$ cat src/rtl/i2s_tx.sv
// i2s_tx: Philips-format I2S transmitter running on the system clock.
// Derives BCLK/LRCK and shifts one stereo sample per 32-slot frame.
module i2s_tx #(
    parameter int DIV    = 16,
    parameter bit SIGNED = 1'b0
) (
    input  logic        clock,
    input  logic        reset,
    input  logic [15:0] l,
    input  logic [15:0] r,
    output logic        load,
    output logic        bc,
    output logic        lc,
    output logic        dt
);

    localparam logic [7:0] DIV_LAST = 8'(DIV - 1);

    logic [7:0]  div_cnt;
    logic [4:0]  slot;
    logic [4:0]  slot_nxt;
    logic [31:0] sr;
    logic [15:0] cl;
    logic [15:0] cr;
    logic        tick;
    logic        fall;

    function automatic logic [15:0] conv(input logic [15:0] x);
        if (SIGNED) return x;
        else        return {~x[15], x[14:0]};
    endfunction

    // Half-period tick, falling-event strobe and converted sample words
    always_comb begin
        tick     = (div_cnt == DIV_LAST);
        fall     = tick & bc;
        slot_nxt = slot + 5'd1;
        cl       = conv(l);
        cr       = conv(r);
    end

    // Prescaler: counts system clocks within each BCLK half-period
    always_ff @(posedge clock or posedge reset) begin
        if (reset)     div_cnt <= '0;
        else if (tick) div_cnt <= '0;
        else           div_cnt <= div_cnt + 8'd1;
    end

    // Bit clock toggles at the end of every half-period
    always_ff @(posedge clock or posedge reset) begin
        if (reset)     bc <= 1'b0;
        else if (tick) bc <= ~bc;
    end

    // Slot counter, word select, shift register and data on BCLK falls;
    // entering slot 1 captures a fresh sample pair and pulses load
    always_ff @(posedge clock or posedge reset) begin
        if (reset) begin
            slot <= '0;
            lc   <= 1'b0;
            dt   <= 1'b0;
            sr   <= '0;
            load <= 1'b0;
        end else begin
            load <= 1'b0;
            if (fall) begin
                slot <= slot_nxt;
                lc   <= slot_nxt[4];
                if (slot_nxt == 5'd1) begin
                    sr   <= {cl, cr};
                    dt   <= cl[15];
                    load <= 1'b1;
                end else begin
                    sr <= {sr[30:0], 1'b0};
                    dt <= sr[30];
                end
            end
        end
    end

endmodule

$ cat config.mk
export PLATFORM = sky130hd
export DESIGN_NAME = i2s_tx
export DESIGN_NICKNAME = d
export VERILOG_FILES = /design/src/rtl/i2s_tx.sv
export SDC_FILE = /design/constraint.sdc
export NUM_CORES = 1
export LEC_CHECK = 0
export ABC_AREA = 1
export BUFFER_PORTS_ARGS = -buffer_cell sky130_fd_sc_hd__buf_2
export CORE_MARGIN = 2
export CORE_UTILIZATION = 38
export CTS_CLUSTER_SIZE = 12
export DETAILED_ROUTE_END_ITERATION = 8
export PLACE_DENSITY = 0.59
export SYNTH_ARGS = -nofsm -noshare
export SYNTH_HDL_FRONTEND = slang
export SYNTH_SLANG_ARGS = --single-unit
$ cat constraint.sdc
create_clock -name clock -period 3.3 [get_ports clock]
set_input_delay 0.495 -clock clock [delete_from_list [all_inputs] [get_ports clock]]
set_output_delay 0.495 -clock clock [all_outputs]
set_load 0.005 [all_outputs]
==> reports/summary.txt <==
DR iter-0 viols - 120
Met3 WL - 152 µm
Cts bufs inserted - 5
Number of top-level pins - 38
Rows - 29
Clk buf depth - 2
Critical path's top delay family - simple AND/OR/NAND/NOR gates
Int Power - 0.792 mW
Yosys warning count - 0
CP max stage delay - 540 ps
Clock sink count - 47
Number of routed nets with antenna violations - 0
Worst Path Arrival - 2430 ps
Maximum number of pins on one net before global-route repair - 48
Die ar. - 7430 µm²
#FFs+latches synth - 47
Mapped cell area - 2570 µm²
Startpoint types - register
Setup TNS - 0 ps
Worst Tran Pin Value - 965 ps
Post-CTS Setup Repair Bufs - 0
I/O Buffers - 37
ANT cells - 0
DRT Wirelength - 4930 µm
Fin crit share - 0.679
Metal2 WL - 2430 µm
Crit path kind - register to register
Max cap viols - 0
Status - complete, no violations
GR Util All Layers - 0.149
CTS tree - done
Final hold vios - 0
Overflow after GRT - 0
Initial antenna violation count - 0
Syn Inst Count - 348
Syn_nets - 385
Post-detail-place hpwl - 3170 µm
1st-pass router iterations - 4
DRC Markers - 0
HP Class - primary input to register
Initial Utilization - 0.400
Setup Skew - 7.49 ps
Via count - 2073
Syn avg cell area - 7.37 µm²
Switch Pwr - 0.241 mW
H-tree levels - 2
Core Footprint - 6420 µm²
Clock root buffer - clkbuf_8
CP endpoint kind - register
Period minus WS final - 2240 ps
Slew headroom - 0.356
Worst path bufs/invs - 2
Peak supply drop - 144 µV
Final #Nets - 415
Max Fclk - 0.446 GHz
Sequential share of the synthesized area - 0.458
Share of cells above drive strength 1 - 0.148
Combinational power share - 0.069
Hold_ws - 396 ps
Post-cts resize count - 0
WL met1 - 2260 µm
First-pass GRT wire length - 8910 µm
Slowest-stage cell, CP - clkinv_2
RSZ-0062 raised after global routing - no
Power Dens Cells - 366 nW/µm²
Vias in the first global route - 2077
Worst path cell trace - ha_1, nand2_1, inv_2, nand2_2, nor2_4, nand2_4, clkinv_2, nand3_1, nand2_1
Highest Signal Layer - met4
Worst-path clk slew - 90 ps
Crit Path Max Fanout - 38
Routability Congestion - 0.711
CTS Hold Buffers Added - 0
Area growth syn-to-layout - 10.1%
CP most frequent cell - nand2_1
Clock power frac - 0.345
Leakage - 1.67 nW
Final Max Tran Viols - 0
Net Sw Frac - 0.233
Synth cell types - 23
Overall die width - 86.2 µm
Clock latency on the worst-skew pair - 300 ps
Vias per cell - 4.56
CP required - 3490 ps
Final setup vio count - 0
DR WL/cell - 10.8 µm
Die Ht - 86.2 µm
Reg power frac - 0.586
[layout make-up]
| type | instances | area, µm² |
|---|---|---|
| inverter | 77 | 290 |
| sequential | 47 | 1180 |
| timing repair buffer | 39 | 200 |
| multi-input combinational | 208 | 975 |
| clock inverter | 1 | 5.00 |
| clock buffer | 6 | 82.6 |
| fill | 668 | 3600 |
| tap | 77 | 96.3 |
[sequential cells by signal (all words and copies together) (netlist names)]
name	cells
lc	1
div_cnt	8
sr	31
dt	1
bc	1
slot	4
load	1
[routing by layer]
metal / GRT usage / up-vias
met5: 0 / -
met4: 0.0540 / 0
met3: 0.0324 / 6
met2: 0.271 / 27
met1: 0.173 / 946
li1: - / 1094
[path summary, 6_finish.rpt]
check,startpoint,end,slack [ps],depth (start not counted)
max reg2reg,div_cnt[0]$_DFF_PP0_,sr[9]$_DFFE_PP0P_,1060,9
max,div_cnt[0]$_DFF_PP0_,sr[9]$_DFFE_PP0P_,1060,9
min in group asynchronous,reset,div_cnt[5]$_DFF_PP0_,410,2
min reg2reg,sr[10]$_DFFE_PP0P_,sr[10]$_DFFE_PP0P_,480,2
max in group asynchronous,reset,sr[20]$_DFFE_PP0P_,2300,2
min,r[0],sr[0]$_DFFE_PP0P_,400,3
[worst reg2reg max path: cells and delay by family (launching register included)]
kind                       cells  cell delay, ps
adders and majority gates      1             220
buffers and inverters          2             590
DFF                            1             410
and+or+nand+nor                6             910
[power groups by stage]
stage	Combinational [mW]	Clock [mW]	Sequential (mW)
global placement	0.0712	0	0.616
global route	0.0860	0.385	0.608
detailed placement	0.0730	0	0.617
finish	0.0709	0.357	0.605
CTS	0.0735	0.369	0.606
floorplan	0.0451	0	0.615
[kinds of logic (layout without fill, tap and decap cells)]
logic type,after synthesis,after routing,synth area share
simple gates,195,195,0.337
buf+inv,93,123,0.162
flops,47,47,0.458
compound gates,6,6,0.0117
xor+xnor,4,4,0.0166
fa+ha+maj,3,3,0.0146
[Yosys cell counts]
| library cell | n | area share |
|---|---|---|
| xor2_2 | 1 | 0.0063 |
| nor3_1 | 1 | 0.0019 |
| nand3_1 | 67 | 0.13 |
| nand2_4 | 2 | 0.0088 |
| nand4_2 | 1 | 0.0049 |
| nand2_2 | 1 | 0.0024 |
| clkinv_2 | 1 | 0.0019 |
| a21oi_1 | 2 | 0.0039 |
| dfrtp_1 | 47 | 0.46 |
| buf_6 | 5 | 0.022 |
| clkbuf_1 | 3 | 0.0044 |
| inv_2 | 1 | 0.0015 |
| o21ai_0 | 4 | 0.0078 |
| nand2_1 | 110 | 0.16 |
| nor3b_1 | 1 | 0.0029 |
| buf_4 | 7 | 0.020 |
| xor2_1 | 3 | 0.010 |
| nor2_1 | 9 | 0.013 |
| ha_1 | 3 | 0.015 |
| buf_2 | 1 | 0.0019 |
| nor2_4 | 2 | 0.0088 |
| inv_1 | 75 | 0.11 |
| nand4_1 | 1 | 0.0024 |
[metrics by stage]
stage / power, mW / instances / util / setup WS [ps] / area [µm²]
global route: 1.08 / 455 / 0.440 / 854 / 2830
CTS: 1.05 / 455 / 0.440 / 1040 / 2830
global placement: 0.688 / 448 / 0.426 / 1100 / 2740
detailed placement: 0.690 / 448 / 0.426 / 1060 / 2740
finish: 1.03 / 455 / 0.440 / 1060 / 2830
floorplan: 0.660 / 348 / - / 1690 / 2570
[layout by cell type (no fill, tap or decap), drive strengths merged]
cell type,instances
nand2,113
nor2,11
nand4,2
dfrtp,47
clkbuf,6
inv,76
xor2,4
nor3,1
clkinv,2
ha,3
nor3b,1
a21oi,2
nand3,67
buf,39
o21ai,4
No activity file was read; power rests on OpenSTA's default activity.
